[src/rtl/mem_bus_fabric.sv]
// Memory-map fabric between the 6502 core bus and external RAM/ROM macros.
// Decodes IO > ROM > RAM > unmapped, handshakes with rdy, and hosts 4 MMIO registers.
module mem_bus_fabric #(
  parameter int          RAM_AW        = 14,
  parameter int          ROM_AW        = 15,
  parameter int          ROM_WAIT      = 0,
  parameter logic [15:0] IO_BASE       = 16'h4000,
  parameter logic [7:0]  UNMAPPED_DATA = 8'hFF,
  parameter logic [7:0]  DEV_ID        = 8'h65
) (
  input  logic              clk,
  input  logic              rst_n,
  input  logic              req,
  input  logic              we,
  input  logic [15:0]       addr,
  input  logic [7:0]        data_w,
  output logic              rdy,
  output logic [7:0]        data_r,
  output logic              ram_we,
  output logic [RAM_AW-1:0] ram_addr,
  output logic [7:0]        ram_din,
  input  logic [7:0]        ram_dout,
  output logic [ROM_AW-1:0] rom_addr,
  input  logic [7:0]        rom_dout,
  output logic [7:0]        dport_out,
  output logic              dport_write,
  output logic              done
);

  typedef enum logic [1:0] {IDLE, WAIT, RESP} state_t;
  typedef enum logic [1:0] {SEL_RAM, SEL_ROM, SEL_IO, SEL_NONE} sel_t;
  typedef struct packed {
    sel_t       sel;
    logic [1:0] off;
  } txn_t;

  localparam logic [16:0] ROM_BASE = 17'h10000 - (17'd1 << ROM_AW);
  localparam logic [16:0] RAM_TOP  = 17'd1 << RAM_AW;

  state_t     state;
  txn_t       txn;
  logic [3:0] cnt;
  logic [7:0] scratch;
  logic [7:0] io_rd;
  sel_t       dec_sel;
  logic       accept;

  always_comb begin
    if (addr[15:2] == IO_BASE[15:2])      dec_sel = SEL_IO;
    else if ({1'b0, addr} >= ROM_BASE)    dec_sel = SEL_ROM;
    else if ({1'b0, addr} < RAM_TOP)      dec_sel = SEL_RAM;
    else                                  dec_sel = SEL_NONE;
  end

  // RESP doubles as an accept cycle so back-to-back requests see no bubble.
  assign accept   = req && (state == IDLE || state == RESP);
  assign ram_addr = addr[RAM_AW-1:0];
  assign rom_addr = addr[ROM_AW-1:0];
  assign ram_din  = data_w;
  assign ram_we   = accept && we && (dec_sel == SEL_RAM);
  assign rdy      = (state == RESP);

  always_comb begin
    case (txn.off)
      2'd0:    io_rd = dport_out;
      2'd1:    io_rd = {7'b0, done};
      2'd2:    io_rd = scratch;
      default: io_rd = DEV_ID;
    endcase
  end

  always_comb begin
    data_r = 8'h00;
    if (rdy) begin
      case (txn.sel)
        SEL_RAM: data_r = ram_dout;
        SEL_ROM: data_r = rom_dout;
        SEL_IO:  data_r = io_rd;
        default: data_r = UNMAPPED_DATA;
      endcase
    end
  end

  always_ff @(posedge clk or negedge rst_n) begin
    if (!rst_n) begin
      state       <= IDLE;
      txn         <= '{sel: SEL_NONE, off: 2'd0};
      cnt         <= 4'd0;
      dport_out   <= 8'h00;
      dport_write <= 1'b0;
      done        <= 1'b0;
      scratch     <= 8'h00;
    end else begin
      dport_write <= 1'b0;
      case (state)
        IDLE, RESP: begin
          if (req) begin
            txn <= '{sel: dec_sel, off: addr[1:0]};
            if (we && dec_sel == SEL_IO) begin
              case (addr[1:0])
                2'd0: begin
                  dport_out   <= data_w;
                  dport_write <= 1'b1;
                end
                2'd1:    done    <= 1'b1;
                2'd2:    scratch <= data_w;
                default: ;
              endcase
            end
            if (!we && dec_sel == SEL_ROM && ROM_WAIT > 0) begin
              state <= WAIT;
              cnt   <= 4'(ROM_WAIT);
            end else begin
              state <= RESP;
            end
          end else begin
            state <= IDLE;
          end
        end
        WAIT: begin
          cnt <= cnt - 4'd1;
          if (cnt == 4'd1) state <= RESP;
        end
        default: state <= IDLE;
      endcase
    end
  end

endmodule
[config.mk]
export PLATFORM = sky130hd
export DESIGN_NAME = mem_bus_fabric
export DESIGN_NICKNAME = d
export VERILOG_FILES = /design/src/rtl/mem_bus_fabric.sv
export SDC_FILE = /design/constraint.sdc
export NUM_CORES = 1
export LEC_CHECK = 0
export BUFFER_PORTS_ARGS = -buffer_cell sky130_fd_sc_hd__buf_2
export CAP_MARGIN = 20
export CORE_MARGIN = 2
export CORE_UTILIZATION = 42
export DETAILED_ROUTE_END_ITERATION = 7
export GPL_TIMING_DRIVEN = 0
export PLACE_DENSITY = 0.85
export SLEW_MARGIN = 20
export SYNTH_ARGS = -nofsm -noshare
export SYNTH_HDL_FRONTEND = slang
export SYNTH_SLANG_ARGS = --single-unit
[constraint.sdc]
create_clock -name clk -period 2 [get_ports clk]
set_clock_uncertainty 0.1 [all_clocks]
set_input_delay 0.1 -clock clk [delete_from_list [all_inputs] [get_ports clk]]
set_output_delay 0.1 -clock clk [all_outputs]
set_load 0.02 [all_outputs]
== Word level (Yosys, flattened, before mapping) ==
Index checks and enable logic that the tools add are counted.

* Register bits: 28

* Reduce and logical (&&, ||, !) cells: 15
* Eq/ne operators: 12
* Add/subtract/negate cells: 1
* Mux-type cells: 13
* Order comparisons: 2

{| class="wikitable"
|+ Operators by type and width
! cell !! number
|-
| 8-bit one-hot mux with 3 select lines || 2
|-
| 16-bit greater-or-equal comparator (second input constant) || 1
|-
| 16-bit by 15-bit less-than comparator with 1-bit output (second input constant) || 1
|-
| 14-bit by 13-bit equality test with 1-bit output (second input constant) || 1
|-
| 4-bit AND reduction || 3
|-
| 2-bit equality test (second input constant) || 5
|-
| 2-bit zero test || 5
|-
| 2-bit two-way mux || 5
|-
| 2-bit by 1-bit equality test with 1-bit output (second input constant) || 4
|-
| 8-bit two-way mux || 1
|-
| 4-bit by 1-bit equality test with 1-bit output (second input constant) || 1
|-
| 1-bit logical AND || 4
|-
| 1-bit two-way mux || 4
|-
| 2-bit one-hot mux with 2 select lines || 1
|-
| 4-bit by 1-bit subtractor with 4-bit output (second input constant) || 1
|-
| 2-bit != test (second input constant) || 1
|-
| 2-bit AND reduction || 1
|-
| 2-bit OR reduction || 1
|-
| 1-bit logical OR || 1
|}

== Longest topological paths before layout ==
Gate-level depths: netlist of run 1.

* Depth after elaboration: 9
* Depth in mapped cells: 5
* Gate-level depth less buffers: 4

== Worst setup path before layout of run 1 ==
Ideal clock, no wire load.

* Path type: input -> register
* From: in addr[2]
* To: reg scratch[0]
* Library setup time: 0.125 ns
* Stages on the path: 4
* Path slack: 0.233 ns
* Data arrival time: 1.542 ns
* Cell sequence: nor4_1 > nand4_2 > nor4b_4 > mux2_2

* Word-level cells in the longest chain between the ends: 7
* Elaborated cells between the ends (all ways): 9
* Classes of those cells: 2 x order compare; 2 x eq/ne; 3 x mux; 2 x reduce/logical

{| class="wikitable"
|+ Ends and longest elaborated chain
! item !! RTL line !! RTL
|-
| from (decl) || 15 || <nowiki>input logic [15:0] addr,</nowiki>
|-
| 16-bit by 15-bit less-than comparator with 1-bit output || 51 || <nowiki>else if ({1'b0, addr} < RAM_TOP) dec_sel = SEL_RAM;</nowiki>
|-
| 2-bit two-way mux || 51 ||
|-
| 2-bit two-way mux || 50 || <nowiki>else if ({1'b0, addr} >= ROM_BASE) dec_sel = SEL_ROM;</nowiki>
|-
| 2-bit two-way mux (*) || 49 || <nowiki>if (addr[15:2] == IO_BASE[15:2]) dec_sel = SEL_IO;</nowiki>
|-
| 2-bit equality test (*) || 99 || <nowiki>if (we && dec_sel == SEL_IO) begin</nowiki>
|-
| 1-bit logical AND (*) || 99 ||
|-
| 4-bit AND reduction (no line) (*) || -- ||
|-
| to (signal assigned) || 106 || <nowiki>2'd2: scratch <= data_w;</nowiki>
|-
| to (decl) || 43 || <nowiki>logic [7:0] scratch;</nowiki>
|}

Mark *: on every way between the ends. The rest lies on a longest branch, timed or not.
A chain may end at the register's enable or synchronous reset.

== Worst setup path after layout of run 1 ==
* From: reg txn[2] in the netlist's numbering
* To: out data_r[2]

* Word-level cells in the longest chain between the ends: 3
* Elaborated cells between the ends (all ways): 5
* Classes of those cells: 2 x eq/ne; 2 x mux; 1 x reduce/logical

{| class="wikitable"
|+ Ends and longest elaborated chain
! item !! RTL line !! RTL
|-
| from (decl) || 41 || <nowiki>txn_t txn;</nowiki>
|-
| from (signal assigned) || 87 || <nowiki>txn <= '{sel: SEL_NONE, off: 2'd0};</nowiki>
|-
| from (signal assigned) || 98 || <nowiki>txn <= '{sel: dec_sel, off: addr[1:0]};</nowiki>
|-
| 2-bit equality test (tied with other cells) || 75 || <nowiki>case (txn.sel)</nowiki>
|-
| 8-bit one-hot mux with 3 select lines (*) || 75 ||
|-
| 8-bit two-way mux (*) || 74 || <nowiki>if (rdy) begin</nowiki>
|-
| to (decl) || 18 || <nowiki>output logic [7:0] data_r,</nowiki>
|}

Marks and branches as above.

==> qor.json, run 1 <==
{
  "status": {"value": "completed"},
  "grt_max_degree": {"value": 24},
  "synthesis.area_per_instance": {"value": 10.5, "unit": "sq um"},
  "final_min_period_over_clock_period": {"value": 0.961},
  "synth.yosys.seq_area_share": {"value": 0.373},
  "dr.pass1.iters": {"value": 4},
  "final_period_minus_worst_setup_slack": {"value": 1.92, "unit": "ns"},
  "max_cap_viol_count": {"value": 0},
  "grt_overflow_total": {"value": 0},
  "synth.top_cell.area_share": {"value": 0.340},
  "fmax": {"value": 520, "unit": "MHz"},
  "vdd.ir_drop.worst": {"value": 495, "unit": "uV"},
  "power_report.internal_total": {"value": 795, "unit": "uW"},
  "yosys.cell_types.count": {"value": 25},
  "cts-root-buf": {"value": "sky130_fd_sc_hd__clkbuf_8"},
  "tritoncts_clock_tree": {"value": "built"},
  "dr.first_iter.drc_count": {"value": 41},
  "worst-endpoint-arrival": {"value": 1.72, "unit": "ns"},
  "floorplan.die.width": {"value": 64.7, "unit": "um"},
  "ff2ff_setup_slack": {"value": 0.88, "unit": "ns"},
  "yosysTopAreaCell": {"value": "sky130_fd_sc_hd__dfrtp_1"},
  "grt_usage": {"value": 0.192},
  "num_antenna_cells": {"value": 0},
  "finish.net_count": {"value": 308},
  "power.share.combinational": {"value": 0.311},
  "clk_latency": {"value": 0.27, "unit": "ns"},
  "clock_power_share": {"value": 0.257},
  "finish.instance_area": {"value": 2290, "unit": "sq um"},
  "std_cell_rows": {"value": 22},
  "port_buffers": {"value": 100},
  "dpl_cell_area": {"value": 2110, "unit": "sq um"},
  "first_global_vias": {"value": 1339},
  "numClockSinks": {"value": 23},
  "fin_util": {"value": 0.635},
  "critical_path.endpoint_type": {"value": "primary output"},
  "htree_num_levels": {"value": 1},
  "cts.reportedPaths.clkPinSlew": {"value": 0.08, "unit": "ns"},
  "path_max_fanout": {"value": 10},
  "hold_slack": {"value": 0.00339, "unit": "ns"},
  "tightestPinTransition": {"value": 0.627, "unit": "ns"},
  "initial_core_util": {"value": 0.429},
  "ys_seq_elements": {"value": 23},
  "chip_height": {"value": 64.7, "unit": "um"},
  "criticalPathCategory": {"value": "reg -> out"},
  "detail-route-antenna-nets": {"value": 0},
  "clock_path_buffers": {"value": 2},
  "synth_fp_nets": {"value": 191},
  "dr_total_vias": {"value": 1439},
  "powerDensity": {"value": 504, "unit": "nW/um^2"},
  "wire_per_inst": {"value": 12.6, "unit": "um"},
  "final_max_slew_viol_count": {"value": 0},
  "hpwl": {"value": 3040, "unit": "um"},
  "synth_area": {"value": 1550, "unit": "sq um"},
  "peak_per_stage_delay_on_the_critical_path": {"value": 0.70, "unit": "ns"},
  "synthesis.instances": {"value": 147},
  "grt_antenna_before_repair": {"value": 0},
  "p_sw": {"value": 359, "unit": "uW"},
  "switching_share_of_total_power": {"value": 0.311},
  "setup_tns": {"value": 0, "unit": "ns"},
  "worstPathCellList": {"value": "mux2_2, o21ai_0, a31oi_1, buf_2"},
  "core": {"value": 3610, "unit": "sq um"},
  "final_hold_viol_count": {"value": 0},
  "cts-buffers-inserted": {"value": 3},
  "grt_setup_unrepaired": {"value": "false"},
  "post_drt_via_cell_ratio": {"value": 4.63},
  "routed_wirelength": {"value": 3920, "unit": "um"},
  "place.detailed.instances": {"value": 295},
  "num_io_pins": {"value": 101},
  "crit_path_launch_type": {"value": "flip-flop"},
  "leakagePower": {"value": 0.00128, "unit": "uW"},
  "worst_hold_path_class": {"value": "in -> reg"},
  "area_growth": {"value": 48.0, "unit": "%"},
  "gpl.final_weighted_congestion": {"value": 0.831},
  "seq_power_share": {"value": 0.432},
  "critPathRequiredTime": {"value": 1.80, "unit": "ns"},
  "critical_path.slowest_cell": {"value": "sky130_fd_sc_hd__dfstp_4"},
  "ys_warn_count": {"value": 0},
  "setup_viol_count_final": {"value": 0},
  "post-route-drc-count": {"value": 0},
  "yosys-top-cells-area": {"value": "sky130_fd_sc_hd__dfrtp_1 (34%), sky130_fd_sc_hd__buf_4 (18%), sky130_fd_sc_hd__mux2_2 (17%)"},
  "max-slew-margin-rel": {"value": 0.579},
  "drive_above_1_share": {"value": 0.669},
  "grt_pass1_wl": {"value": 6150, "unit": "um"},
  "design.die.area": {"value": 4190, "unit": "sq um"},
  "post_layout_nonfiller_instances": {"value": 311}
}
==> final cells by class <==
| cell class | instances | area (sq um) |
|---|---|---|
| plain buffers | 39 | 314 |
| clock inverters | 1 | 5.00 |
| well taps | 48 | 60.1 |
| inverters | 2 | 7.51 |
| repair buffers | 114 | 633 |
| multi-input cells | 81 | 648 |
| flip-flops and latches | 23 | 582 |
| fillers | 294 | 1320 |
| clock buffers | 3 | 41.3 |
==> worst paths after layout <==
check | cells past startpoint | start | endpoint
worst max-delay path | 4 | txn[2] | data_r[2]
worst min-delay path | 2 | addr[1] | dport_write
worst max register to register | 2 | txn[0] | txn[0]
worst min register to register | 1 | done | done
max in group asynchronous | 2 | rst_n | txn[3]
min in group asynchronous | 2 | rst_n | scratch[5]
==> routing by layer <==
layer	GRT usage	vias to the layer above	share of wire	wire, um
li1	-	714	-	-
met5	0	-	0	0
met3	0.0365	8	0.061	238
met1	0.223	659	0.40	1570
met4	0.0984	0	0.026	102
met2	0.336	58	0.51	2010
==> worst max-delay path: cells and delay by family, from the launching register on <==
kind	cells	cell delay (ns)
DFF	1	0.70
muxes	1	0.36
AOI/OAI and AO/OA	2	0.21
buffers and inverters	1	0.17
==> cell families (layout without fill, tap and decap cells) <==
| group | count (synthesis) | after routing | share of synthesized area |
|---|---|---|---|
| buf+inv | 43 | 159 | 0.213 |
| flops | 23 | 23 | 0.373 |
| simple gates | 29 | 29 | 0.123 |
| compound gates | 22 | 22 | 0.0784 |
| mux | 30 | 30 | 0.213 |
==> sequential cells by signal, summed over array words and instances, names as in the netlist <==
signal and flops:
done 1, state 1, dport_write 1, txn 4, scratch 8, dport_out 8
==> what timing repair did <==
item,4_1_cts,5_1_grt
gates resized for setup,1,3
endpoints found under the hold margin,38,0
hold buffers,11,0
setup buffers,0,3
cloned,0,0
endpoints found under the setup margin,7,16
pin swaps,0,1
==> power by group through the flow <==
stage	sequential [uW]	combinational, uW	clock (uW)
6_report	498	359	296
5_1_grt	502	389	330
4_1_cts	491	361	304
3_5_place_dp	494	351	0
3_3_place_gp	493	346	0
2_1_floorplan	492	217	0
==> through the flow <==
step	total power [uW]	worst slack (ns)
2_1_floorplan	709	0.233
3_3_place_gp	839	-0.157
3_5_place_dp	844	-0.218
4_1_cts	1160	0.0547
5_1_grt	1220	0.00128
6_report	1150	0.0773
==> cells in the mapped netlist, drive strengths merged <==
master,count
nor2,4
nand4,2
inv,2
and3,3
nor4,5
bufbuf,1
clkbuf,3
o21ai,13
o211ai,1
a31oi,3
mux2,23
nor4b,1
a21o,1
dfstp,2
mux2i,7
o21a,1
dfrtp,21
buf,37
a21oi,3
nand2,10
and2b,1
nor3,3
==> layout by cell type, fill, tap and decap left out, drive strengths merged <==
cell	Yosys	final
a31oi	3	3
clkinv	0	1
o21a	1	1
clkbuf	3	4
mux2i	7	7
nand2	10	10
dfstp	2	2
nor2	4	4
nor4	5	5
nand4	2	2
mux2	23	23
buf	37	140
bufbuf	1	1
dlygate4sd3	0	11
a21o	1	1
dfrtp	21	21
nor3	3	3
and2b	1	1
and3	3	3
o211ai	1	1
o21ai	13	13
nor4b	1	1
inv	2	2
a21oi	3	3
Note: power is estimated with default switching activity, not from simulation.
==> inputs of run 2 (changes only) <==
--- a/config.mk
+++ b/config.mk
@@ -12,7 +12,9 @@
 export DETAILED_ROUTE_END_ITERATION = 7
 export GPL_TIMING_DRIVEN = 0
 export PLACE_DENSITY = 0.85
+export RECOVER_POWER = 100
 export SLEW_MARGIN = 20
 export SYNTH_ARGS = -nofsm -noshare
 export SYNTH_HDL_FRONTEND = slang
 export SYNTH_SLANG_ARGS = --single-unit
+export TNS_END_PERCENT = 30
==> qor.json, run 2 (synthesis gave the netlist of run 1 again) <==
{
  "status": {"value": "completed"},
  "num_io_pins": {"value": 101, "change": "unchanged"},
  "vdd.ir_drop.worst": {"value": 499, "unit": "uV", "change": "+0.80%"},
  "cp_top_family": {"value": "flip-flops"},
  "criticalPathCategory": {"value": "reg -> out"},
  "htree_num_levels": {"value": 1, "change": "unchanged"},
  "tritoncts_clock_tree": {"value": "built"},
  "hold_path_end": {"value": "dport_write"},
  "worstHoldPathCells": {"value": 4, "change": "+2"},
  "clock_path_buffers": {"value": 2, "change": "unchanged"},
  "layout.cells.most_common": {"value": "sky130_fd_sc_hd__clkbuf_1"},
  "gpl.final_weighted_congestion": {"value": 0.831, "change": "unchanged"},
  "cts-buffers-inserted": {"value": 3, "change": "unchanged"},
  "wire_per_inst": {"value": 12.8, "unit": "um", "change": "+1.8%"},
  "postCtsSetupRepairBufs": {"value": 0, "change": "unchanged"},
  "post-route-drc-count": {"value": 0, "change": "unchanged"},
  "tightestPinTransition": {"value": 1.26, "unit": "ns", "change": "+0.637 ns"},
  "post_layout_nonfiller_instances": {"value": 308, "change": "-0.96%"},
  "core": {"value": 3610, "unit": "sq um", "change": "unchanged"},
  "hpwl": {"value": 3040, "unit": "um", "change": "unchanged"},
  "grt_setup_unrepaired": {"value": "true"},
  "final_max_slew_viol_count": {"value": 0, "change": "unchanged"},
  "crit_buf_inv": {"value": 1, "change": "unchanged"},
  "path_max_fanout": {"value": 11, "change": "+1"},
  "area_growth": {"value": 42.8, "unit": "%"},
  "first_global_vias": {"value": 1339, "change": "unchanged"},
  "worst_hold_path_class": {"value": "in -> reg"},
  "numClockSinks": {"value": 23, "change": "unchanged"},
  "critPathRequiredTime": {"value": 1.80, "unit": "ns", "change": "about the same"},
  "ff2ff_setup_slack": {"value": 0.89, "unit": "ns", "change": "about the same"},
  "worst_r2r_endpoint": {"value": "txn[0]"},
  "port_buffers": {"value": 100, "change": "unchanged"},
  "worstReg2RegStart": {"value": "txn[0]"},
  "max-slew-margin-rel": {"value": 0.157, "change": "-0.422"},
  "powerDensity": {"value": 516, "unit": "nW/um^2", "change": "+2.4%"},
  "dr.first_iter.drc_count": {"value": 45, "change": "+9.8%"},
  "setup_viol_count_final": {"value": 0, "change": "unchanged"},
  "grt_overflow_total": {"value": 0, "change": "unchanged"},
  "cts.reportedPaths.clkPinSlew": {"value": 0.08, "unit": "ns", "change": "about the same"},
  "crit_path_launch_type": {"value": "flip-flop"},
  "std_cell_rows": {"value": 22, "change": "unchanged"},
  "register_area": {"value": 582, "unit": "sq um", "change": "unchanged"},
  "setup_tns": {"value": 0, "unit": "ns", "change": "unchanged"},
  "detail-route-antenna-nets": {"value": 0, "change": "unchanged"},
  "initial_core_util": {"value": 0.429, "change": "unchanged"},
  "dr_total_vias": {"value": 1437, "change": "-0.14%"},
  "floorplan.die.width": {"value": 64.7, "unit": "um", "change": "unchanged"},
  "length_in_cells_of_the_worst_reg_to_reg_path": {"value": 2, "change": "unchanged"},
  "grt_pass1_wl": {"value": 6150, "unit": "um", "change": "unchanged"},
  "fmax": {"value": 518, "unit": "MHz", "change": "-0.47%"},
  "chip_height": {"value": 64.7, "unit": "um", "change": "unchanged"},
  "area_of_combinational_cells_with_multiple_inputs": {"value": 654, "unit": "sq um", "change": "+0.97%"},
  "final_hold_viol_count": {"value": 0, "change": "unchanged"},
  "leakagePower": {"value": 0.00110, "unit": "uW", "change": "-14%"},
  "final_period_minus_worst_setup_slack": {"value": 1.93, "unit": "ns", "change": "+0.00901 ns"},
  "drive_above_1_share": {"value": 0.473, "change": "-0.196"},
  "biggestRegsByFlops": {"value": "dport_out x8, scratch x8, txn x4"},
  "grt_max_degree": {"value": 24, "change": "unchanged"},
  "worstPathCellList": {"value": "mux2_2, o21ai_0, a31oi_1, buf_2"},
  "design.die.area": {"value": 4190, "unit": "sq um", "change": "unchanged"},
  "dr.pass1.iters": {"value": 4, "change": "unchanged"},
  "cts-root-buf": {"value": "sky130_fd_sc_hd__clkbuf_8"},
  "routed_wirelength": {"value": 3950, "unit": "um", "change": "+0.82%"},
  "max_cap_viol_count": {"value": 0, "change": "unchanged"},
  "worst-endpoint-arrival": {"value": 1.73, "unit": "ns", "change": "about the same"},
  "finish.net_count": {"value": 305, "change": "-0.97%"},
  "peak_per_stage_delay_on_the_critical_path": {"value": 0.71, "unit": "ns", "change": "about the same"},
  "hold_path_origin": {"value": "addr[12]"},
  "post_drt_via_cell_ratio": {"value": 4.67, "change": "+0.83%"},
  "final_min_period_over_clock_period": {"value": 0.966, "change": "+0.00450"},
  "critical_path.endpoint_type": {"value": "primary output"},
  "nFillCells": {"value": 328, "change": "+12%"},
  "num_antenna_cells": {"value": 0, "change": "unchanged"},
  "critical_path.slowest_cell": {"value": "sky130_fd_sc_hd__dfstp_4"},
  "clk_latency": {"value": 0.27, "unit": "ns", "change": "about the same"},
  "grt_antenna_before_repair": {"value": 0, "change": "unchanged"},
  "grt_usage": {"value": 0.192, "change": "unchanged"},
  "layout_common_cells": {"value": "sky130_fd_sc_hd__clkbuf_1 (52), sky130_fd_sc_hd__buf_2 (47), sky130_fd_sc_hd__buf_4 (35)"},
  "place.detailed.instances": {"value": 295, "change": "unchanged"}
}
run 2: changes by cell type in the layout (fill, tap and decap cells not counted):
cell,delta
sky130_fd_sc_hd__buf_2,-53
sky130_fd_sc_hd__clkbuf_1,+51
sky130_fd_sc_hd__buf_4,-5
sky130_fd_sc_hd__clkbuf_2,+2
sky130_fd_sc_hd__clkbuf_4,+2
sky130_fd_sc_hd__nor4_1,-1
sky130_fd_sc_hd__nor4_2,+1
sky130_fd_sc_hd__o21ai_0,+1
sky130_fd_sc_hd__o21ai_1,-1
run 2: per-layer routing:
layer	wire, um	share of wire	GRT usage
met3	250	0.063	0.0365
met1	1600	0.41	0.223
met4	103	0.026	0.0984
met5	0	0	0
met2	2000	0.51	0.336
run 2: report_power, final:
group / switching, uW / total [uW] / internal [uW]
logic: 182 / 343 / 162
clock network: 158 / 298 / 140
registers: 21.5 / 499 / 477
run 2: worst reg2reg max path: cells and delay by family, from the launching register on:
| family | cells | cell delay, ns |
|---|---|---|
| DFF | 1 | 0.39 |
| muxes | 1 | 0.31 |
| buffers and inverters | 1 | 0.20 |
run 2: worst max-delay path by stage:
stage	startpoint	endpoint	slack (ns)	cells past startpoint
finish	txn[2]	data_r[2]	0.07	4
global route	txn[2]	data_r[5]	-0.01	4
CTS	txn[2]	data_r[2]	0.05	4
detailed placement	addr[11]	scratch[7]	-0.22	5
global placement	addr[2]	scratch[4]	-0.16	5
floorplan	addr[2]	scratch[0]	0.23	4
run 2: timing repair:
item	4_1_cts	5_1_grt
setup endpoints to repair	7	16
hold endpoints to repair	38	0
gates resized for setup	1	3
hold buffers	11	0
run 2: final cells by class:
class | count | area share
Timing Repair Buffer | 111 | 0.247
Clock buffer | 3 | 0.0187
Inverter | 2 | 0.00340
Buffer | 39 | 0.142
Clock inverter | 1 | 0.00226
Sequential cell | 23 | 0.263
Multi-Input combinational cell | 81 | 0.296
Tap cell | 48 | 0.0272
run 2: through the flow:
stage / setup slack, ns / area, sq um / total power, uW / hold slack [ns] / utilization
after floorplan: 0.233 / 1550 / 709 / -0.296 / -
after global placement: -0.157 / 2110 / 839 / 0.00375 / 0.585
after detailed placement: -0.218 / 2110 / 844 / 0.00432 / 0.585
after CTS: 0.0547 / 2260 / 1160 / 0.000403 / 0.628
after global routing: -0.0149 / 2210 / 1210 / 0.0440 / 0.613
final: 0.0682 / 2210 / 1140 / 0.0284 / 0.613
==> inputs of run 3 (changes only) <==
--- a/config.mk
+++ b/config.mk
@@ -6,11 +6,13 @@
 export NUM_CORES = 1
 export LEC_CHECK = 0
 export BUFFER_PORTS_ARGS = -buffer_cell sky130_fd_sc_hd__buf_2
-export CAP_MARGIN = 20
+export CELL_PAD_IN_SITES_DETAIL_PLACEMENT = 1
+export CELL_PAD_IN_SITES_GLOBAL_PLACEMENT = 1
 export CORE_MARGIN = 2
-export CORE_UTILIZATION = 42
+export CORE_UTILIZATION = 30
 export DETAILED_ROUTE_END_ITERATION = 7
 export GPL_TIMING_DRIVEN = 0
+export MAX_ROUTING_LAYER = met4
 export PLACE_DENSITY = 0.85
 export RECOVER_POWER = 100
 export SLEW_MARGIN = 20
==> qor.json, run 3 (synthesis gave the netlist of run 1 again) <==
{
  "status": {"value": "completed"},
  "finish.net_count": {"value": 307, "change": "+0.66%"},
  "grt_overflow_total": {"value": 0, "change": "unchanged"},
  "cp_top_family": {"value": "flip-flops"},
  "crit_path_launch_type": {"value": "flip-flop"},
  "layout_common_cells": {"value": "sky130_fd_sc_hd__clkbuf_1 (52), sky130_fd_sc_hd__buf_2 (46), sky130_fd_sc_hd__buf_4 (35)"},
  "setup_viol_count_final": {"value": 0, "change": "unchanged"},
  "post-route-drc-count": {"value": 0, "change": "unchanged"},
  "crit_buf_inv": {"value": 2, "change": "+1"},
  "hold_path_end": {"value": "dport_out[5]"},
  "length_in_cells_of_the_worst_reg_to_reg_path": {"value": 1, "change": "-1"},
  "num_io_pins": {"value": 101, "change": "unchanged"},
  "area_growth": {"value": 44.4, "unit": "%"},
  "post_drt_via_cell_ratio": {"value": 4.47, "change": "-4.3%"},
  "grt_setup_unrepaired": {"value": "false"},
  "clk_latency": {"value": 0.26, "unit": "ns", "change": "about the same"},
  "port_buffers": {"value": 100, "change": "unchanged"},
  "first_global_vias": {"value": 1482, "change": "+11%"},
  "num_antenna_cells": {"value": 0, "change": "unchanged"},
  "worst_r2r_endpoint": {"value": "txn[1]"},
  "post_layout_nonfiller_instances": {"value": 332, "change": "+7.8%"},
  "critPathRequiredTime": {"value": 1.80, "unit": "ns", "change": "about the same"},
  "critical_path_cell_count": {"value": 5, "change": "+1"},
  "dr_total_vias": {"value": 1483, "change": "+3.2%"},
  "fmax": {"value": 523, "unit": "MHz", "change": "+1.0%"},
  "routed_wirelength": {"value": 4490, "unit": "um", "change": "+14%"},
  "worst-endpoint-arrival": {"value": 1.71, "unit": "ns", "change": "-0.02 ns"},
  "cts.reportedPaths.clkPinSlew": {"value": 0.09, "unit": "ns", "change": "about the same"},
  "wire_per_inst": {"value": 13.5, "unit": "um", "change": "+5.4%"},
  "vdd.ir_drop.worst": {"value": 275, "unit": "uV", "change": "-45%"},
  "core": {"value": 5040, "unit": "sq um", "change": "+40%"},
  "critical_path.endpoint_type": {"value": "primary output"},
  "final_min_period_over_clock_period": {"value": 0.956, "change": "-0.00986"},
  "design.die.area": {"value": 5750, "unit": "sq um", "change": "+37%"},
  "detail-route-antenna-nets": {"value": 0, "change": "unchanged"},
  "max_cap_viol_count": {"value": 0, "change": "unchanged"},
  "chip_height": {"value": 75.8, "unit": "um", "change": "+17%"},
  "floorplan.die.width": {"value": 75.8, "unit": "um", "change": "+17%"},
  "numClockSinks": {"value": 23, "change": "unchanged"},
  "cts-root-buf": {"value": "sky130_fd_sc_hd__clkbuf_8"},
  "totalPowerFinal": {"value": 1140, "unit": "uW", "change": "+0.19%"},
  "worst_hold_path_class": {"value": "in -> reg"},
  "place.detailed.instances": {"value": 317, "change": "+7.5%"},
  "path_max_fanout": {"value": 10, "change": "-1"},
  "worstReg2RegStart": {"value": "txn[1]"},
  "biggestRegsByFlops": {"value": "dport_out x8, scratch x8, txn x4"},
  "critical_path.slowest_cell": {"value": "sky130_fd_sc_hd__dfstp_2"},
  "cts-buffers-inserted": {"value": 3, "change": "unchanged"},
  "layout.cells.most_common": {"value": "sky130_fd_sc_hd__clkbuf_1"},
  "tightestPinTransition": {"value": 1.28, "unit": "ns", "change": "+0.0121 ns"},
  "hold_path_origin": {"value": "data_w[5]"},
  "criticalPathCategory": {"value": "reg -> out"},
  "grt_usage": {"value": 0.160, "change": "-0.0324"},
  "grt_antenna_before_repair": {"value": 0, "change": "unchanged"},
  "clock_path_buffers": {"value": 2, "change": "unchanged"},
  "drive_above_1_share": {"value": 0.473, "change": "about the same"},
  "gpl.final_weighted_congestion": {"value": 0.775, "change": "-6.8%"},
  "tritoncts_clock_tree": {"value": "built"},
  "grt_pass1_wl": {"value": 6840, "unit": "um", "change": "+11%"},
  "dr.first_iter.drc_count": {"value": 22, "change": "-51%"},
  "initial_core_util": {"value": 0.307, "change": "-0.122"},
  "peak_per_stage_delay_on_the_critical_path": {"value": 0.56, "unit": "ns", "change": "-0.15 ns"},
  "max-slew-margin-rel": {"value": 0.149, "change": "-0.00805"},
  "hpwl": {"value": 3560, "unit": "um", "change": "+17%"},
  "final_hold_viol_count": {"value": 0, "change": "unchanged"},
  "grt_max_degree": {"value": 24, "change": "unchanged"},
  "worstHoldPathCells": {"value": 2, "change": "-2"},
  "final_max_slew_viol_count": {"value": 0, "change": "unchanged"},
  "std_cell_rows": {"value": 26, "change": "+18%"},
  "dr.pass1.iters": {"value": 4, "change": "unchanged"},
  "htree_num_levels": {"value": 1, "change": "unchanged"},
  "worstPathCellList": {"value": "buf_8, mux2_2, o21ai_0, a21oi_1, buf_2"},
  "ff2ff_setup_slack": {"value": 0.86, "unit": "ns", "change": "-0.03 ns"},
  "leakagePower": {"value": 0.00111, "unit": "uW", "change": "+0.36%"},
  "final_period_minus_worst_setup_slack": {"value": 1.91, "unit": "ns", "change": "-0.0197 ns"},
  "powerDensity": {"value": 511, "unit": "nW/um^2", "change": "-0.87%"}
}
[run 3: power breakdown]
group	switching (uW)	internal, uW	total, uW	leakage, uW
sequential	15.7	476	492	0.000308
combinational	194	165	358	0.000773
clock	153	139	293	0.0000255
[run 3: worst max path at each step]
| stage | from | endpoint | slack (ns) |
|---|---|---|---|
| after floorplan | addr[2] | scratch[0] | 0.23 |
| after global placement | addr[2] | scratch[5] | -0.23 |
| after detailed placement | addr[2] | scratch[4] | -0.28 |
| after CTS | addr[2] | scratch[1] | 0.005 |
| after global routing | txn[2] | data_r[0] | 0.01 |
| final | txn[2] | data_r[0] | 0.09 |
[run 3: area by class of cell]
cell class / count / area [sq um]
multi-input combinational: 81 / 639
buffer: 40 / 329
fill: 627 / 2810
tap: 70 / 87.6
sequential: 23 / 578
inverter: 2 / 7.51
timing repair buffer: 112 / 547
clock buffer: 3 / 41.3
clock inverter: 1 / 5.00
[run 3: timing repair]
action	in CTS	in global routing
hold buffers	10	0
endpoints found under the setup margin	8	22
pin swaps	0	1
gates resized for setup	6	2
endpoints found under the hold margin	36	0
buffers inserted	0	2
[run 3: metrics by stage]
stage	setup slack [ns]	utilization	setup TNS [ns]	hold slack, ns	instance area [sq um]
floorplan	0.233	-	0	-0.296	1550
global placement	-0.230	0.424	-3.48	0.00710	2140
detailed placement	-0.284	0.424	-4.36	0.0131	2140
CTS	0.00497	0.456	0	0.000740	2300
global route	0.00951	0.443	0	0.00756	2230
finish	0.0880	0.443	0	0.00352	2230
[run 3: routing by layer]
layer,share of wire,GRT usage
met2,0.52,0.287
met4,0.0033,0.0292
met1,0.41,0.190
met5,0,-
met3,0.066,0.0238
